## config.mk

```make
export PLATFORM = sky130hd
export DESIGN_NAME = score_counter
export DESIGN_NICKNAME = d
export VERILOG_FILES = /design/src/rtl/score_counter.sv
export SDC_FILE = /design/constraint.sdc
export NUM_CORES = 1
export LEC_CHECK = 0
export CAP_MARGIN = 20
export CORE_UTILIZATION = 38
export DETAILED_ROUTE_END_ITERATION = 8
export DONT_BUFFER_PORTS = 1
export HOLD_SLACK_MARGIN = 0.12
export PLACE_DENSITY = 0.52
export SLEW_MARGIN = 30
export SYNTH_ARGS = -nofsm -noshare
export SYNTH_HDL_FRONTEND = slang
export SYNTH_SLANG_ARGS = --single-unit
```

## constraint.sdc

```tcl
create_clock -name clk -period 1.7 [get_ports clk]
set_input_delay 0 -clock clk [delete_from_list [all_inputs] [get_ports clk]]
set_output_delay 0 -clock clk [all_outputs]
set_load 0.05 [all_outputs]
```

## src/rtl/score_counter.sv

```systemverilog
// score_counter: packed-BCD game score with an IDLE/RUN/OVER run tracker and a saturating difficulty level.
// Optional feature macro SCORE_HISCORE_EN: keeps the best completed score on o_hiscore (tied to zero otherwise).
module score_counter #(
  parameter int DIGITS          = 4,
  parameter int TICKS_PER_POINT = 2,
  parameter int LEVEL_MAX       = 7
) (
  input  logic                clk,
  input  logic                rst_n,
  input  logic                i_game_tick,
  input  logic                i_game_start,
  input  logic                i_game_over,
  output logic [4*DIGITS-1:0] o_num,
  output logic                o_running,
  output logic [2:0]          o_level,
  output logic [4*DIGITS-1:0] o_hiscore
);

  localparam int             W          = 4 * DIGITS;
  localparam logic [3:0]     PRESC_LAST = 4'(TICKS_PER_POINT - 1);
  localparam logic [2:0]     LEVEL_SAT  = 3'(LEVEL_MAX);
  localparam logic [W-1:0]   ALL_NINES  = {DIGITS{4'h9}};

  typedef enum logic [1:0] {
    IDLE = 2'd0,
    RUN  = 2'd1,
    OVER = 2'd2
  } state_e;

  // Ripple-carry BCD increment from digit 0 upward; a 9 becomes 0 and passes the carry on.
  function automatic logic [W-1:0] bcd_inc(input logic [W-1:0] v);
    logic [W-1:0] r;
    logic         carry;
    logic [3:0]   d;
    carry = 1'b1;
    r     = v;
    for (int i = 0; i < DIGITS; i++) begin
      d = v[4*i +: 4];
      if (carry) begin
        if (d == 4'd9) begin
          r[4*i +: 4] = 4'd0;
        end else begin
          r[4*i +: 4] = d + 4'd1;
          carry       = 1'b0;
        end
      end else begin
        r[4*i +: 4] = d;
      end
    end
    return r;
  endfunction

  state_e       state_q, state_d;
  logic [W-1:0] num_q, num_d, num_inc;
  logic [3:0]   presc_q, presc_d;
  logic [2:0]   level_q, level_d;
  logic         running_q, running_d;

  assign num_inc = bcd_inc(num_q);

  // Next-state logic: start clears the run, over freezes it, ticks feed the prescaler.
  always_comb begin
    state_d = state_q;
    num_d   = num_q;
    presc_d = presc_q;
    level_d = level_q;
    case (state_q)
      IDLE, OVER: begin
        if (i_game_start) begin
          state_d = RUN;
          num_d   = {W{1'b0}};
          presc_d = 4'd0;
          level_d = 3'd0;
        end else begin
          state_d = state_q;
        end
      end
      RUN: begin
        if (i_game_over) begin
          state_d = OVER;
        end else if (i_game_tick) begin
          if (presc_q == PRESC_LAST) begin
            presc_d = 4'd0;
            // At all-9s the score saturates, so neither score nor level moves.
            if (num_q != ALL_NINES) begin
              num_d = num_inc;
              if ((num_inc[7:0] == 8'h00) && (level_q < LEVEL_SAT)) begin
                level_d = level_q + 3'd1;
              end else begin
                level_d = level_q;
              end
            end else begin
              num_d = num_q;
            end
          end else begin
            presc_d = presc_q + 4'd1;
          end
        end else begin
          state_d = RUN;
        end
      end
      default: begin
        state_d = IDLE;
      end
    endcase
    running_d = (state_d == RUN);
  end

  // Run state, score, prescaler and level registers.
  always_ff @(posedge clk or negedge rst_n) begin
    if (!rst_n) begin
      state_q   <= IDLE;
      num_q     <= {W{1'b0}};
      presc_q   <= 4'd0;
      level_q   <= 3'd0;
      running_q <= 1'b0;
    end else begin
      state_q   <= state_d;
      num_q     <= num_d;
      presc_q   <= presc_d;
      level_q   <= level_d;
      running_q <= running_d;
    end
  end

  assign o_num     = num_q;
  assign o_running = running_q;
  assign o_level   = level_q;

`ifdef SCORE_HISCORE_EN
  logic [W-1:0] hiscore_q, hiscore_d;

  // Packed BCD orders like plain binary, so an unsigned compare picks the larger score.
  always_comb begin
    hiscore_d = hiscore_q;
    if ((state_q == RUN) && i_game_over && (num_q > hiscore_q)) begin
      hiscore_d = num_q;
    end else begin
      hiscore_d = hiscore_q;
    end
  end

  // High score survives new runs; only rst_n clears it.
  always_ff @(posedge clk or negedge rst_n) begin
    if (!rst_n) begin
      hiscore_q <= {W{1'b0}};
    end else begin
      hiscore_q <= hiscore_d;
    end
  end

  assign o_hiscore = hiscore_q;
`else
  assign o_hiscore = {W{1'b0}};
`endif

endmodule

```

==> results.py, run 1 <==
metrics = {
    "clock_tree": {
        "clock_latency_ns": 0.27,
        "cts_inserted_buffers": 3,
        "cts_root_buf": "clkbuf_8",
        "cts_tree": "built",
        "clkSinkCount": 26,
        "clk_path_buf_depth": 2,
        "clkTransAtPathRegs_ns": 0.09,
        "h-tree-depth": 1,
    },
    "placement": {
        "gp_congestion": 0.841,
        "dp_hpwl_um": 3050,
        "portBuffers": 0,
    },
    "setup_path": {
        "crit_chain": "inv_1 -> ha_1 -> or3b_4 -> a22oi_4 -> buf_6 -> nand2_4 -> o21bai_4 -> a32o_1",
        "crit_slowest_cell": "or3b_4",
        "crit_fanout": 9,
        "required_ns": 1.87,
        "crit_buf_inv": 2,
        "worstPathArrival_ns": 2.12,
        "critical_path.endpoint_type": "flop",
        "timing.reg2reg.setup_slack_ns": -0.25,
        "criticalPathCategory": "flop to flop",
        "slowest_delay_ns": 0.40,
        "cp_top_family": "compound AO/OA/AOI/OAI gates",
        "worstSetupStartpointType": "flop",
    },
    "global_route": {
        "grt_usage_pct": 18.4,
        "antenna_found_initial": 0,
        "grt_max_degree": 27,
        "gr-total-overflow": 0,
        "grt_pass1_wl_um": 7170,
        "grt_pass1_vias": 1542,
    },
    "run_status": {
        "outcome": "finished with violations",
        "violations": "negative setup slack",
    },
    "sta": {
        "maxSlewHeadroom_pct": 62.1,
        "worst_pin_slew_ns": 0.568,
        "fin_hold_ws_ns": 0.172,
        "max_freq_mhz": 512,
        "skew_ns": 0.00582,
        "rsz0062_at_grt": "true",
        "final_hold_viol_count": 0,
        "period_share_pct": 115,
        "finalWorstSetupSlack_ns": -0.255,
        "fin_crit_ns": 1.95,
        "drv_slew": 0,
        "finalSetupViolations": 19,
    },
    "route": {
        "routed_wl_um": 4240,
        "ant_nets": 0,
        "viasPerCell": 5.22,
        "drt_iter0_drc": 47,
        "first_pass_iters": 4,
        "drc": 0,
        "drt-wirelength-per-cell_um": 15.0,
        "num_vias": 1477,
    },
    "yosys": {
        "syn_inst": 181,
        "async_flop_share_pct": 100,
        "synth_area_mm2": 0.00173,
        "synth_ff_type": "dfrtp_1",
        "synth_seq_cells": 26,
        "synth_edf_count": 0,
        "postSynthAreaPerCell_um2": 9.58,
        "synth_seq_area_share_pct": 37.5,
        "yosysWarnings": 0,
        "synth_cell_types": 46,
    },
    "final_layout": {
        "layout_commonest_cell": "buf_4",
        "diodes": 0,
        "drive_gt1_share_pct": 43.7,
        "nets": 244,
        "final_cell_mix": "buf_4, conb_1, dfrtp_1, nor2_1, dfrtp_2",
        "fillers": 406,
        "areaGrowthSynthToFinish_pct": 34.3,
        "fin_util_pct": 53.1,
    },
    "power": {
        "power_frac_seq_pct": 32.2,
        "clkPwrFrac_pct": 16.0,
        "p_sw_uw": 1130,
        "p_int_uw": 1420,
        "p_per_area_mw_per_mm2": 1100,
        "switching_share_pct": 44.3,
        "combPwrFrac_pct": 51.8,
        "ir_drop_v": 0.000694,
        "p_leak_uw": 0.00107,
    },
    "floorplanning": {
        "die_height_um": 69.6,
        "rows": 24,
        "die_area_mm2": 0.00484,
        "io_pins": 41,
        "initial_utilization_pct": 39.6,
        "core_area_mm2": 0.00438,
        "fp.dieW_um": 69.6,
    },
    "hold_path": {
        "hold_class": "input port to async pin",
    },
    "run": {
        "cap_violations": 0,
    },
}
## worst reg2reg max path, delay by kind of cell (launching register included)
family,cells,cell delay [ns]
and+or+nand+nor,2,0.48
DFF,1,0.39
AOI/OAI and AO/OA,3,0.63
buffers and inverters,2,0.21
adders and majority gates,1,0.14
## stage by stage
stage | setup WS [ns] | std cells | TNS, ns | area, um^2 | total power (uW)
after detailed placement | -0.295 | 271 | -3.81 | 2070 | 1940
after CTS | -0.251 | 283 | -3.54 | 2270 | 2500
final | -0.255 | 283 | -3.44 | 2330 | 2550
after global routing | -0.332 | 283 | -5.08 | 2330 | 2710
after global placement | -0.223 | 271 | -2.78 | 2070 | 1900
after floorplan | -0.183 | 196 | -1.71 | 1830 | 1640
## synthesized netlist by cell type (all sizes together) (2+ instances only)
cell | n | area (um^2)
o31ai | 7 | 52.6
ha | 7 | 87.6
and4b | 2 | 22.5
and3 | 2 | 13.8
dfrtp | 26 | 651
or3 | 2 | 12.5
o41ai | 5 | 43.8
nand2 | 12 | 47.6
a21o | 3 | 22.5
nor2b | 4 | 25.0
nand3 | 9 | 55.1
nand4 | 2 | 42.5
nand4bb | 2 | 22.5
inv | 8 | 30.0
a21oi | 6 | 30.0
nand2b | 4 | 25.0
and4bb | 3 | 37.5
nor2 | 12 | 45.0
buf | 21 | 150
nor3 | 2 | 10.0
o21ai | 21 | 105
a22o | 3 | 26.3
## per-layer routing
metal / up-vias / routed length [um] / global-route usage (%)
met1: 717 / 1790 / 22.3
met4: 0 / 42 / 4.54
met2: 30 / 2280 / 33.8
met5: - / 0 / 0
met3: 5 / 131 / 2.76
li1: 725 / - / -
## power groups by stage
stage,Combinational [uW],Clock (uW),Sequential (uW)
2_1_floorplan,559,0,1080
6_report,1320,408,821
4_1_cts,1260,425,820
5_1_grt,1430,445,835
3_3_place_gp,1080,0,824
3_5_place_dp,1110,0,833
## state kept, by name, indices dropped and copies added, names as in the netlist
register,cells
o_level,3
presc_q,4
o_running,1
state_q,2
o_num,16
## worst paths after layout
check | from | end | depth (start not counted)
max | presc_q[1] | o_level[1] | 8
min | rst_n | o_num[3] | 2
max reg2reg | presc_q[1] | o_level[1] | 8
min reg2reg | presc_q[3] | presc_q[3] | 2
max in group asynchronous | rst_n | o_num[8] | 2
min in group clk | i_game_tick | o_num[15] | 5
## kinds of logic after synthesis
group | count (synthesis) | share of synthesized area [%]
flops | 26 | 37.5
simple gates | 65 | 25.8
other cells | 1 | 0.216
fa+ha+maj | 7 | 5.05
buf+inv | 30 | 10.6
compound gates | 51 | 20.3
xor+xnor | 1 | 0.505
## what timing repair did
item	CTS	global route
gates resized for setup	14	17
setup endpoints to repair	19	22
buffers inserted	4	0
endpoints found under the hold margin	33	0
hold buffers	4	0
pin swaps	7	7
## cell type report
class	count	area (um^2)	area share [%]
clock buffers	4	55.1	2.36
inverters	8	30.0	1.29
multi-input cells	140	1090	46.7
flip-flops and latches	26	664	28.5
well taps	52	65.1	2.79
repair buffers	53	425	18.3
Power figures use the tool's default switching activity.
==> run 2: changes to the inputs <==
==> constraint.sdc (replaced) <==
create_clock -name clk -period 1.7 [get_ports clk]
set_input_delay 0 -clock clk [delete_from_list [all_inputs] [get_ports clk]]
set_output_delay 0 -clock clk [all_outputs]
set_load 0.01 [all_outputs]
==> run 2 against run 1 <==
The flow still finishes with violations (negative setup slack). Via count grew 0.34%. Routed wire length fell by 7.8%. Combinational power shrank 25%. Critical path depth fell by 1. Largest cell class unchanged.
==> results.py, run 2 (synthesis results as in run 1) <==
metrics = {
    "run_status": {
        "outcome": "finished with violations",
        "violations": "negative setup slack",
    },
    "run": {
        "cap_violations": 0,
    },
    "route": {
        "ant_nets": 0,
        "drt-wirelength-per-cell_um": 13.9,
        "num_vias": 1482,
        "viasPerCell": 5.26,
        "drt_iter0_drc": 82,
        "routed_wl_um": 3910,
        "first_pass_iters": 4,
        "drc": 0,
    },
    "floorplanning": {
        "core_area_mm2": 0.00438,
        "fp.dieW_um": 69.6,
        "rows": 24,
        "initial_utilization_pct": 39.6,
        "die_height_um": 69.6,
        "die_area_mm2": 0.00484,
        "io_pins": 41,
    },
    "clock_tree": {
        "cts_inserted_buffers": 3,
        "clock_latency_ns": 0.27,
        "clkSinkCount": 26,
        "h-tree-depth": 1,
        "clkTransAtPathRegs_ns": 0.09,
        "cts_tree": "built",
        "clk_path_buf_depth": 2,
        "cts_root_buf": "clkbuf_8",
    },
    "setup_path": {
        "criticalPathCategory": "flop to flop",
        "timing.reg2reg.setup_slack_ns": -0.27,
        "crit_fanout": 4,
        "slowest_delay_ns": 0.39,
        "required_ns": 1.90,
        "worstPathArrival_ns": 2.17,
        "reg2reg_depth": 7,
        "crit_chain": "inv_1 -> ha_1 -> or3b_4 -> a22oi_4 -> nand4_4 -> or3_4 -> a21oi_2",
        "worstSetupStartpointType": "flop",
        "critical_path.endpoint_type": "flop",
        "crit_slowest_cell": "dfrtp_1",
        "timing.rr.start": "presc_q[1]",
        "r2r-end": "o_num[15]",
    },
    "hold_path": {
        "hold_class": "input port to flop",
        "hold_depth": 3,
        "hp-start": "i_game_start",
        "holdPathEnd": "o_running",
    },
    "global_route": {
        "grt_pass1_vias": 1521,
        "gr-total-overflow": 0,
        "grt_usage_pct": 17.2,
        "antenna_found_initial": 0,
        "grt_pass1_wl_um": 6860,
        "grt_max_degree": 27,
    },
    "sta": {
        "final_hold_viol_count": 0,
        "finalSetupViolations": 19,
        "finalWorstSetupSlack_ns": -0.271,
        "drv_slew": 0,
        "skew_ns": 0.00349,
        "fin_crit_ns": 1.97,
        "max_freq_mhz": 507,
        "period_share_pct": 116,
        "rsz0062_at_grt": "true",
    },
    "power": {
        "ir_drop_v": 0.000543,
        "p_total_uw": 2130,
        "p_leak_uw": 0.00107,
        "p_per_area_mw_per_mm2": 940,
    },
    "final_layout": {
        "areaGrowthSynthToFinish_pct": 30.6,
        "largest_reg_flops": 16,
        "final_cell_mix": "buf_4, dfrtp_1, conb_1, nor2_1, o21ai_0",
        "layout_commonest_cell": "buf_4",
        "post-route-cell-area_mm2": 0.00226,
        "diodes": 0,
        "nets": 244,
        "drive_gt1_share_pct": 35.7,
    },
    "placement": {
        "dp_hpwl_um": 2930,
        "post_dp_cell_area_mm2": 0.00207,
        "pre_cts_ws_ns": -0.223,
        "portBuffers": 0,
        "gp_congestion": 0.838,
    },
}
-- run 2: report_power, final --
group          switching [uW]  total (uW)  internal (uW)
Clock                     190         349            159
Sequential               77.7         793            715
Combinational             536         987            451
Total                     804        2130           1320
-- run 2: worst max path at each step --
stage	from	endpoint	slack, ns	cells past startpoint
floorplan	presc_q[1]	o_num[15]	-0.15	7
global placement	presc_q[1]	o_level[1]	-0.19	7
detailed placement	presc_q[1]	o_level[1]	-0.22	7
CTS	presc_q[1]	o_level[1]	-0.22	7
global route	presc_q[1]	o_num[15]	-0.36	7
finish	presc_q[1]	o_num[15]	-0.27	7
-- run 2: critical path, delay by kind of cell (launching register included) --
kind	cells	cell delay (ns)
AO/OA/AOI/OAI	2	0.42
adder cells (fa/ha/maj)	1	0.12
buffers and inverters	1	0.06
flip-flops	1	0.39
AND/OR/NAND/NOR	3	0.91
-- run 2: stage by stage --
step | setup TNS, ns | utilization [%] | hold slack [ns] | instances
after detailed placement | -2.83 | 47.2 | -0.295 | 274
after floorplan | -1.08 | - | -0.296 | 196
after global placement | -2.37 | 47.2 | -0.295 | 274
final | -3.48 | 51.7 | 0.143 | 282
after CTS | -2.96 | 50.7 | 0.121 | 282
after global routing | -5.73 | 51.7 | 0.137 | 282
-- run 2: cell type report --
class,count,area [um^2]
repair buffers,53,425
clock buffers,3,41.3
fillers,411,2120
multi-input cells,140,1050
well taps,52,65.1
inverters,8,30.0
flip-flops and latches,26,651
-- run 2: timing repair --
item                                    4_1_cts  5_1_grt
resized for setup                            12        8
hold buffers                                  4        0
pin swaps                                     3        5
endpoints found under the setup margin       19       21
setup buffers                                 1        0
hold endpoints to repair                     33        0
-- run 2: per-layer routing --
layer | wire length [um] | vias up | track usage [%]
li1 | - | 717 | -
met1 | 1640 | 724 | 21.7
met2 | 2060 | 39 | 30.9
met3 | 202 | 2 | 3.34
met4 | 8 | 0 | 2.27
met5 | 0 | - | 0
==> run 3: changes to the inputs <==
- clock period: 1.7 -> 1.6 ns (I/O delays scaled with it)
==> run 3 against run 2 <==
The run still ends with negative setup slack left. Worst hold slack about the same. Final cell count increased by 6.7%. Clock skew decreased by 0.0018 ns. Die area unchanged. Count of clock-buffer cells in the layout increased by 1. Maximum frequency increased by 0.85%. Register-to-register slack got worse by 0.08 ns. Global-route usage increased by 1.9 points. Critical path depth increased by 1. Sequential power increased by 7.1%. Non-clock buffer count increased by 18. Via count increased by 7.7%. Critical endpoint is now o_level[1]. Largest power group unchanged.
==> results.py, run 3 (synthesis results as in run 1) <==
metrics = {
    "clock_tree": {
        "h-tree-depth": 1,
        "clock_latency_ns": 0.27,
        "clkSinkCount": 26,
        "cts_root_buf": "clkbuf_8",
        "cts_tree": "built",
        "cts_inserted_buffers": 3,
        "clk_path_buf_depth": 2,
        "clkTransAtPathRegs_ns": 0.10,
    },
    "hold_path": {
        "hold_class": "input port to async pin",
    },
    "placement": {
        "gp_congestion": 0.802,
        "dp_hpwl_um": 3150,
        "post_dp_cell_area_mm2": 0.00211,
        "portBuffers": 0,
    },
    "sta": {
        "finalWorstSetupSlack_ns": -0.354,
        "rsz0062_at_grt": "true",
        "drv_slew": 0,
        "skew_ns": 0.00171,
        "fin_hold_ws_ns": 0.143,
        "finalSetupViolations": 23,
        "worst_pin_slew_ns": 0.541,
        "maxSlewHeadroom_pct": 63.9,
        "final_hold_viol_count": 0,
        "period_share_pct": 122,
        "max_freq_mhz": 512,
        "fin_crit_ns": 1.95,
    },
    "final_layout": {
        "final_cell_mix": "buf_4, dfrtp_1, conb_1, nor2_1, o21ai_1",
        "diodes": 0,
        "largest_reg_flops": 16,
        "drive_gt1_share_pct": 47.0,
        "post-route-cell-area_mm2": 0.00259,
        "areaGrowthSynthToFinish_pct": 49.5,
        "layout_commonest_cell": "buf_4",
        "nets": 262,
    },
    "floorplanning": {
        "io_pins": 41,
        "core_area_mm2": 0.00438,
        "fp.dieW_um": 69.6,
        "die_height_um": 69.6,
        "die_area_mm2": 0.00484,
        "rows": 24,
        "initial_utilization_pct": 39.6,
    },
    "global_route": {
        "grt_pass1_vias": 1589,
        "grt_usage_pct": 19.1,
        "gr-total-overflow": 0,
        "grt_max_degree": 27,
        "antenna_found_initial": 0,
        "grt_pass1_wl_um": 7470,
    },
    "power": {
        "ir_drop_v": 0.000627,
        "p_per_area_mw_per_mm2": 1040,
        "p_leak_uw": 0.00122,
    },
    "route": {
        "viasPerCell": 5.30,
        "drc": 0,
        "drt_iter0_drc": 58,
        "first_pass_iters": 4,
        "routed_wl_um": 4520,
        "drt-wirelength-per-cell_um": 15.0,
        "ant_nets": 0,
        "num_vias": 1596,
    },
    "setup_path": {
        "critical_path.endpoint_type": "flop",
        "crit_fanout": 8,
        "worstPathArrival_ns": 2.12,
        "worstSetupStartpointType": "flop",
        "required_ns": 1.77,
        "criticalPathCategory": "flop to flop",
    },
    "run_status": {
        "outcome": "finished with violations",
        "violations": "negative setup slack",
    },
    "run": {
        "cap_violations": 0,
    },
}
## run 3: cell count changes in the layout (fill, tap and decap cells not counted), moves of 3 or more
| cell | previous run | this run |
|---|---|---|
| buf_4 | 47 | 56 |
| buf_6 | 2 | 9 |
| o21ai_0 | 11 | 4 |
| o21ai_2 | 0 | 4 |
| o21ai_4 | 0 | 3 |
## run 3: what timing repair did
action	4_1_cts	5_1_grt
setup buffers	8	5
hold buffers	4	1
endpoints found under the hold margin	33	1
resized for setup	38	23
setup endpoints to repair	22	23
pin swaps	14	13
## run 3: path summary, 6_finish.rpt
| kind | startpoint | to | slack [ns] | depth (start not counted) |
|---|---|---|---|---|
| setup / recovery | presc_q[1] | o_level[1] | -0.35 | 8 |
| hold / removal | rst_n | o_num[4] | 0.14 | 2 |
| setup reg to reg | presc_q[1] | o_level[1] | -0.35 | 8 |
| hold reg to reg | presc_q[3] | presc_q[3] | 0.60 | 2 |
| max in group asynchronous | rst_n | o_num[6] | 1.29 | 2 |
| min in group clk | i_game_tick | o_num[14] | 0.24 | 5 |
## run 3: critical path, stage by stage (launching register included)
cell      delay, ns
dfrtp_1        0.40
inv_2          0.07
ha_4           0.11
or3b_4         0.39
a22oi_4        0.25
buf_12         0.16
nand2_8        0.07
o21bai_4       0.17
a32o_1         0.23
## run 3: where the power goes
part | total (uW) | internal [uW] | switching, uW
clock | 449 | 221 | 229
sequential | 849 | 760 | 89.5
combinational | 1400 | 686 | 718
## run 3: cell type report
type                            count  area, um^2
Fill cell                         375        1790
Multi-Input combinational cell    140        1190
Sequential cell                    26         652
Timing Repair Buffer               71         602
Tap cell                           52        65.1
Clock buffer                        4        55.1
Inverter                            8        30.0
## run 3: per-stage QoR
step / power [uW] / utilization, % / setup slack, ns / std cells / setup TNS, ns
floorplan: 1440 / - / -0.252 / 196 / -2.82
global route: 2870 / 59.1 / -0.433 / 301 / -8.44
detailed placement: 1770 / 48.2 / -0.381 / 280 / -5.45
finish: 2700 / 59.1 / -0.354 / 301 / -6.47
global placement: 1730 / 48.2 / -0.305 / 280 / -4.32
CTS: 2570 / 56.0 / -0.364 / 296 / -6.42
## run 3: per-layer routing
layer,vias to the layer above,share of wire [%],track usage (%),wire length [um]
met2,48,55,36.1,2510
met3,4,4.2,3.34,190
li1,765,-,-,-
met1,779,40,22.3,1810
met4,0,0.35,4.08,16
met5,-,0,0,0
